--- config.mk ---
export PLATFORM = sky130hd
export DESIGN_NAME = mandelbrot_scan
export DESIGN_NICKNAME = d
export VERILOG_FILES = /design/src/rtl/mandelbrot_scan.sv
export SDC_FILE = /design/constraint.sdc
export NUM_CORES = 1
export LEC_CHECK = 0
export ABC_AREA = 1
export BUFFER_PORTS_ARGS = -buffer_cell sky130_fd_sc_hd__buf_2
export CORE_ASPECT_RATIO = 1.5
export CORE_MARGIN = 4
export CORE_UTILIZATION = 55
export CTS_CLUSTER_DIAMETER = 60
export DETAILED_ROUTE_END_ITERATION = 10
export GPL_TIMING_DRIVEN = 0
export HOLD_SLACK_MARGIN = 0.15
export PLACE_DENSITY = 0.78
export SETUP_SLACK_MARGIN = 0.05
export SKIP_CTS_REPAIR_TIMING = 1
export SLEW_MARGIN = 20
export SYNTH_ARGS = -nofsm -noshare
export SYNTH_HDL_FRONTEND = slang
export SYNTH_SLANG_ARGS = --single-unit
--- constraint.sdc ---
create_clock -name clk -period 2.1 [get_ports clk]
set_input_delay 0.63 -clock clk [delete_from_list [all_inputs] [get_ports clk]]
set_output_delay 0.63 -clock clk [all_outputs]
set_load 0.02 [all_outputs]
--- src/rtl/mandelbrot_scan.sv ---
// mandelbrot_scan: frame sequencer for the fixed-point Mandelbrot core.
//
// Walks an H_RES x V_RES grid in raster order. For each pixel it presents the
// complex coordinate to the core with a one-cycle start pulse, waits for the
// core's done pulse, then writes the iteration count to the framebuffer over a
// valid/ready port. Coordinates are stepped incrementally (no multiplier) and
// wrap as FP_WIDTH-bit two's complement.
//
// Ports:
//   clk, rst_n              clock, asynchronous active-low reset
//   start                   begin a frame (only honoured while idle)
//   x_start, y_start, step  signed coordinate of pixel (0,0) and pixel pitch
//   busy, done              frame in progress / one-cycle frame-complete pulse
//   calc_start, calc_re,
//   calc_im                 request to the core
//   calc_done, calc_iter    result from the core
//   fb_we, fb_addr,
//   fb_data, fb_ready       framebuffer write port (valid/ready)
module mandelbrot_scan #(
   parameter int unsigned FP_WIDTH = 25,
   parameter int unsigned FP_INT   = 4,
   parameter int unsigned ITERW    = 8,
   parameter int unsigned H_RES    = 320,
   parameter int unsigned V_RES    = 180,
   parameter int unsigned ADDRW    = $clog2(H_RES * V_RES)
) (
   input  logic                clk,
   input  logic                rst_n,
   input  logic                start,
   input  logic [FP_WIDTH-1:0] x_start,
   input  logic [FP_WIDTH-1:0] y_start,
   input  logic [FP_WIDTH-1:0] step,
   output logic                busy,
   output logic                done,
   output logic                calc_start,
   output logic [FP_WIDTH-1:0] calc_re,
   output logic [FP_WIDTH-1:0] calc_im,
   input  logic                calc_done,
   input  logic [ITERW-1:0]    calc_iter,
   output logic                fb_we,
   output logic [ADDRW-1:0]    fb_addr,
   output logic [ITERW-1:0]    fb_data,
   input  logic                fb_ready
);

   localparam int unsigned PXW = (H_RES > 1) ? $clog2(H_RES) : 1;
   localparam int unsigned PYW = (V_RES > 1) ? $clog2(V_RES) : 1;
   localparam logic [PXW-1:0] PX_LAST = PXW'(H_RES - 1);
   localparam logic [PYW-1:0] PY_LAST = PYW'(V_RES - 1);

   // Integer bits must leave room for a fraction; grid must be non-empty.
   if (FP_INT >= FP_WIDTH || H_RES < 1 || V_RES < 1) begin : g_param_check
      $error("mandelbrot_scan: illegal parameter combination");
   end

   typedef enum logic [2:0] {StIdle, StIssue, StWait, StWrite, StDone} state_t;

   state_t              state_q, state_d;
   logic [FP_WIDTH-1:0] x0_q, x0_d;
   logic [FP_WIDTH-1:0] step_q, step_d;
   logic [FP_WIDTH-1:0] re_q, re_d;
   logic [FP_WIDTH-1:0] im_q, im_d;
   logic [PXW-1:0]      px_q, px_d;
   logic [PYW-1:0]      py_q, py_d;
   logic [ADDRW-1:0]    addr_q, addr_d;
   logic [ITERW-1:0]    data_q, data_d;
   logic                we_q, we_d;
   logic                busy_q, busy_d;
   logic                done_q, done_d;
   logic                cs_q, cs_d;

   always_comb begin
      state_d = state_q;
      x0_d    = x0_q;
      step_d  = step_q;
      re_d    = re_q;
      im_d    = im_q;
      px_d    = px_q;
      py_d    = py_q;
      addr_d  = addr_q;
      data_d  = data_q;
      we_d    = we_q;
      busy_d  = busy_q;
      done_d  = 1'b0;
      cs_d    = 1'b0;

      case (state_q)
         StIdle: begin
            if (start) begin
               x0_d    = x_start;
               step_d  = step;
               re_d    = x_start;
               im_d    = y_start;
               px_d    = '0;
               py_d    = '0;
               addr_d  = '0;
               busy_d  = 1'b1;
               cs_d    = 1'b1;  // pulse is visible during StIssue
               state_d = StIssue;
            end
         end
         StIssue: begin
            state_d = StWait;
         end
         StWait: begin
            if (calc_done) begin
               data_d  = calc_iter;
               we_d    = 1'b1;
               state_d = StWrite;
            end
         end
         StWrite: begin
            if (fb_ready) begin
               we_d   = 1'b0;
               addr_d = addr_q + ADDRW'(1);
               if (px_q == PX_LAST && py_q == PY_LAST) begin
                  done_d  = 1'b1;
                  state_d = StDone;
               end else if (px_q == PX_LAST) begin
                  px_d    = '0;
                  re_d    = x0_q;
                  py_d    = py_q + PYW'(1);
                  im_d    = im_q - step_q;
                  cs_d    = 1'b1;
                  state_d = StIssue;
               end else begin
                  px_d    = px_q + PXW'(1);
                  re_d    = re_q + step_q;
                  cs_d    = 1'b1;
                  state_d = StIssue;
               end
            end
         end
         StDone: begin
            // done_d defaults low, so done and busy fall together
            busy_d  = 1'b0;
            state_d = StIdle;
         end
         default: begin
            state_d = StIdle;
         end
      endcase
   end

   always_ff @(posedge clk or negedge rst_n) begin
      if (!rst_n) begin
         state_q <= StIdle;
         x0_q    <= '0;
         step_q  <= '0;
         re_q    <= '0;
         im_q    <= '0;
         px_q    <= '0;
         py_q    <= '0;
         addr_q  <= '0;
         data_q  <= '0;
         we_q    <= 1'b0;
         busy_q  <= 1'b0;
         done_q  <= 1'b0;
         cs_q    <= 1'b0;
      end else begin
         state_q <= state_d;
         x0_q    <= x0_d;
         step_q  <= step_d;
         re_q    <= re_d;
         im_q    <= im_d;
         px_q    <= px_d;
         py_q    <= py_d;
         addr_q  <= addr_d;
         data_q  <= data_d;
         we_q    <= we_d;
         busy_q  <= busy_d;
         done_q  <= done_d;
         cs_q    <= cs_d;
      end
   end

   assign busy       = busy_q;
   assign done       = done_q;
   assign calc_start = cs_q;
   assign calc_re    = re_q;
   assign calc_im    = im_q;
   assign fb_we      = we_q;
   assign fb_addr    = addr_q;
   assign fb_data    = data_q;

endmodule
Yosys cells after proc, flatten, opt, wreduce, memory -nomap -nowiden
Cells that the tools add are included.
Widths: inputs -> output; s select.
- bits in registers: 148
- input port bits: 88
- output and inout bits: 78
- word-level logic and storage cells: 82
- add/sub/neg operators: 5
- eq/ne operators: 11
- mux-type cells: 40
- reduce and logical (&&, ||, !) cells: 13
- operators with widths (kind ; number):
    $mux 25 ; 8
    $pmux 25 s2 ; 2
    $mux 9 ; 4
    $mux 16 ; 2
    $mux 8 ; 4
    $pmux 16 s2 ; 1
    $add 25x25->25 ; 1
    $sub 25x25->25 ; 1
    $pmux 9 s2 ; 1
    $add 16x1->16 const B ; 1
    $pmux 8 s2 ; 1
    $mux 3 ; 4
    $pmux 3 s4 ; 1
    $ne 2x2->1 const B ; 5
    $add 9x1->9 const B ; 1
    $eq 9x9->1 const B ; 1
    $mux 1 ; 9
    $reduce_and 3->1 ; 3
    $add 8x1->8 const B ; 1
    $eq 8x8->1 const B ; 1
    $eq 3x2->1 const B ; 2
    $pmux 1 s2 ; 3
    $reduce_and 2->1 ; 3
    $reduce_bool 2->1 ; 3
    6 further kinds ; 6

Logic depth before layout (Yosys ltp)
- word-level depth: 5
- gate-level depth with buffers: 14
- mapped depth without buffers: 14

Worst setup path after synthesis
No wires, ideal clock.
- path kind: register to register
- start: register im_q[0], in the netlist calc_im[0]
- end: register im_q[16], in the netlist calc_im[16]
- setup time: 116 ps
- arrival: 1878 ps
- data required time: 1984 ps
- path slack: 106 ps
- cell stages (with the launch flop): 15
- path buffers: 0
- clock period less this slack: 1994 ps
- path through: dfrtp_1 -> inv_1 -> ha_1 -> fa_1 -> inv_1 -> nand2_1 -> nand2_1 -> nand2_1 -> nand2_1 -> nand2_1 -> nand2_1 -> xnor2_1 -> nand2_1 -> nand2_1 -> nand2_1
- longest elaborated chain between the ends: 5
- ends and longest elaborated chain (item ; RTL line ; RTL):
    from (decl) ; 62 ; logic [FP_WIDTH-1:0] im_q, im_d;
    from (signal assigned) ; 165 ; im_q <= im_d;
    $sub 25x25->25 ; 123 ; im_d = im_q - step_q;
    $mux 25 ; 119 ; end else if (px_q == PX_LAST) begin
    $mux 25 ; 116 ; if (px_q == PX_LAST && py_q == PY_LAST) begin
    $mux 25 ; 113 ; if (fb_ready) begin
    $pmux 25 s2 ; 87 ; case (state_q)
No other way between the ends. The select of a mux whose other input is x is not followed.
A chain may end at the register's enable or synchronous reset.

Worst setup path in the final report
- start: register re_q[0], in the netlist calc_re[0]
- end: register re_q[6], in the netlist calc_re[6]
- longest elaborated chain between the ends: 5
- ends and longest elaborated chain (item ; RTL line ; RTL):
    from (decl) ; 61 ; logic [FP_WIDTH-1:0] re_q, re_d;
    from (signal assigned) ; 164 ; re_q <= re_d;
    $add 25x25->25 ; 128 ; re_d = re_q + step_q;
    $mux 25 ; 119 ;
    $mux 25 ; 116 ;
    $mux 25 ; 113 ;
    $pmux 25 s2 ; 87 ;
No other way between the ends. The select of a mux whose other input is x is not followed.

==> results.json <==
{
  "status": "finished clean",
  "async_flop_share": 1.00,
  "final_util": 0.707,
  "r2r_cells": 10,
  "dr.pass1.iters": 5,
  "worstHoldPathCells": 3,
  "slew_violations": 0,
  "pwr_density_cell_nw_per_um2": 1900,
  "grt_antenna_before_repair": 0,
  "worst_pin_slew_ps": 630,
  "die-area_um2": 21300,
  "die_height_um": 177,
  "ys.flop_type": "dfrtp_1",
  "cts_tree": "yes",
  "synth_cell_types": 42,
  "max-cap-violations": 0,
  "clkLatencyLatePin_ps": 450,
  "grt_max_degree": 96,
  "fmax_mhz": 485,
  "grt.met3_usage": 0.0352,
  "ys_ff_latch": 148,
  "max_stage_delay_ps": 450,
  "drc": 0,
  "ys_top_cells_by_count": "569 x nand2_1, 229 x inv_1, 163 x nor2_1, 148 x dfrtp_1, 93 x o21ai_0",
  "seq_area_frac_synth": 0.355,
  "core_area_um2": 18600,
  "post-place-ws_ps": -414,
  "fin_cells": 2058,
  "vias": 11200,
  "timing.rr.start": "calc_re[0]$_DFFE_PN0P_",
  "start_util": 0.560,
  "rsz0062_at_grt": "yes",
  "layout_setup_ws_ps": 38.1,
  "track_usage": 0.313,
  "fp.dieW_um": 120,
  "min_from": "x_start[7]",
  "min_to": "x0_q[7]$_DFFE_PN0P_",
  "gp_congestion": 0.970,
  "fin_nets": 1934,
  "min_period_ps": 2060,
  "crit_buf_inv": 0,
  "area_delta_synth_final_pct": 26.2,
  "grt_first_pass_wirelength_um": 52200,
  "wire_per_inst_um": 17.1,
  "worstPathMaxFanout": 3,
  "yosysTopAreaCellShare": 0.355,
  "crit_top_cell": "nand2_2",
  "drtAntennaViolNets": 0,
  "numPortBuffers": 165,
  "synth_area_um2": 10400,
  "overflow": 0,
  "grt_use_met1": 0.382,
  "hold_viol": 0,
  "min_path_type": "in2reg",
  "grt_pass1_vias": 10400,
  "clkTransAtPathRegs_ps": 80,
  "synth-edff-count": 0,
  "ir_drop_uv": 1150,
  "num-fill-cells": 1628,
  "synth_top_cell_by_area": "dfrtp_1",
  "finalSetupTns_ps": 0,
  "holdWs_ps": 388,
  "required_ps": 2430,
  "grt_use_met2": 0.552,
  "synthMostInstantiatedCell": "nand2_1",
  "cts_buffer_depth": 2,
  "cts_sinks": 148,
  "worstPathArrival_ps": 2390,
  "rrSetupSlack_ps": 40,
  "via_per_inst": 5.44,
  "dr.first_iter.drc_count": 834,
  "syn_nets": 1725,
  "drt_wl_total_um": 35200,
  "cts-root-buf": "clkbuf_16",
  "max_slew_margin": 0.580,
  "rows": 61,
  "cp-end-kind": "flip-flop",
  "htreeDepth": 4,
  "post-place-cells": 2002,
  "crit_type": "reg2reg",
  "cpLargestDelayFamily": "adder cells",
  "n_antenna_cell": 0,
  "p_leak_nw": 7.08,
  "ios": 166,
  "power_mw": 25.1,
  "start_kind": "flip-flop",
  "yosys-top-cells-area": "dfrtp_1 36%, nand2_1 20%, inv_1 8.2%",
  "min_period_over_period": 0.982,
  "final_cell_area_um2": 13200,
  "dp_hpwl_um": 26000,
  "setup_viol": 0,
  "avgSynthCellArea_um2": 6.59,
  "ys_warn_count": 0,
  "place_area_um2": 11600,
  "skew_ps": 22.9,
  "layout-drive-gt1-share": 0.223,
  "cp_slowest_cell": "dfrtp_1",
  "syn_inst": 1584,
  "worstPathCellList": "ha_4, fa_2, nand2_2, nand2_2, nand3_1, nand2_2, xnor2_1, nor2_1, o21ai_0, nand2_2",
  "grt-busiest-layer": "met2",
  "numCtsBuffers": 17,
  "rr_endpoint": "calc_re[6]$_DFFE_PN0P_"
}
cell type report:
cell class	count	area, µm²	share of cell area
plain buffers	39	283	0.0215
multi-input cells	1165	6250	0.475
flip-flops and latches	148	3700	0.281
repair buffers	190	1130	0.0862
clock inverters	15	178	0.0135
inverters	232	871	0.0661
well taps	252	315	0.0239
clock buffers	17	425	0.0323
cell families after synthesis:
| family | Yosys count | share of synthesized area |
|---|---|---|
| simple gates | 895 | 0.355 |
| buf+inv | 271 | 0.101 |
| compound gates | 182 | 0.0926 |
| flops | 148 | 0.355 |
| fa+ha+maj | 53 | 0.0650 |
| xor+xnor | 27 | 0.0227 |
| mux | 8 | 0.00864 |
routing by layer:
layer | vias up | share of wire
met2 | 443 | 0.51
met3 | 136 | 0.058
met5 | - | 0
li1 | 5389 | -
met1 | 5222 | 0.38
met4 | 0 | 0.055
state kept, by name, summed over array words and instances, names as in the netlist:
| name | cells |
|---|---|
| calc_start | 1 |
| step_q | 25 |
| calc_im | 25 |
| calc_re | 25 |
| state_q | 3 |
| x0_q | 25 |
| fb_data | 8 |
| px_q | 9 |
| fb_addr | 16 |
| done | 1 |
| busy | 1 |
| py_q | 8 |
| fb_we | 1 |
cell usage in the layout, fill, tap and decap left out, drive strengths merged, types with 7 or more instances in the layout:
cell type,count
nand2,576
inv,240
buf,200
nor2,171
dfrtp,148
o21ai,95
nand3,90
a21oi,65
ha,51
clkbuf,45
nand4,22
xor2,16
nor3,15
xnor2,11
mux2,8
or2,7
nand3b,7
worst max-delay path by stage:
stage / slack (ps) / from / end / cells past startpoint
floorplan: 110 / calc_im[0]$_DFFE_PN0P_ / calc_im[16]$_DFFE_PN0P_ / 14
global placement: -1790 / rst_n / x0_q[13]$_DFFE_PN0P_ / 1
detailed placement: -410 / state_q[0]$_DFFE_PN0P_ / calc_re[14]$_DFFE_PN0P_ / 7
CTS: -440 / state_q[1]$_DFFE_PN0P_ / calc_re[14]$_DFFE_PN0P_ / 7
global route: -50 / px_q[0]$_DFFE_PN0P_ / calc_re[13]$_DFFE_PN0P_ / 13
finish: 40 / calc_re[0]$_DFFE_PN0P_ / calc_re[6]$_DFFE_PN0P_ / 10
worst min-delay path, stage by stage:
cell     delay [ps]
buf_2            90
nand2_1          50
nand2_1          40
where the power goes:
group / total (mW) / switching, mW / internal [mW]
logic: 16.8 / 10.7 / 6.11
registers: 5.14 / 1.15 / 3.99
clock network: 3.15 / 1.54 / 1.61
total: 25.1 / 13.3 / 11.7
Note: power is estimated with default switching activity, not from simulation.
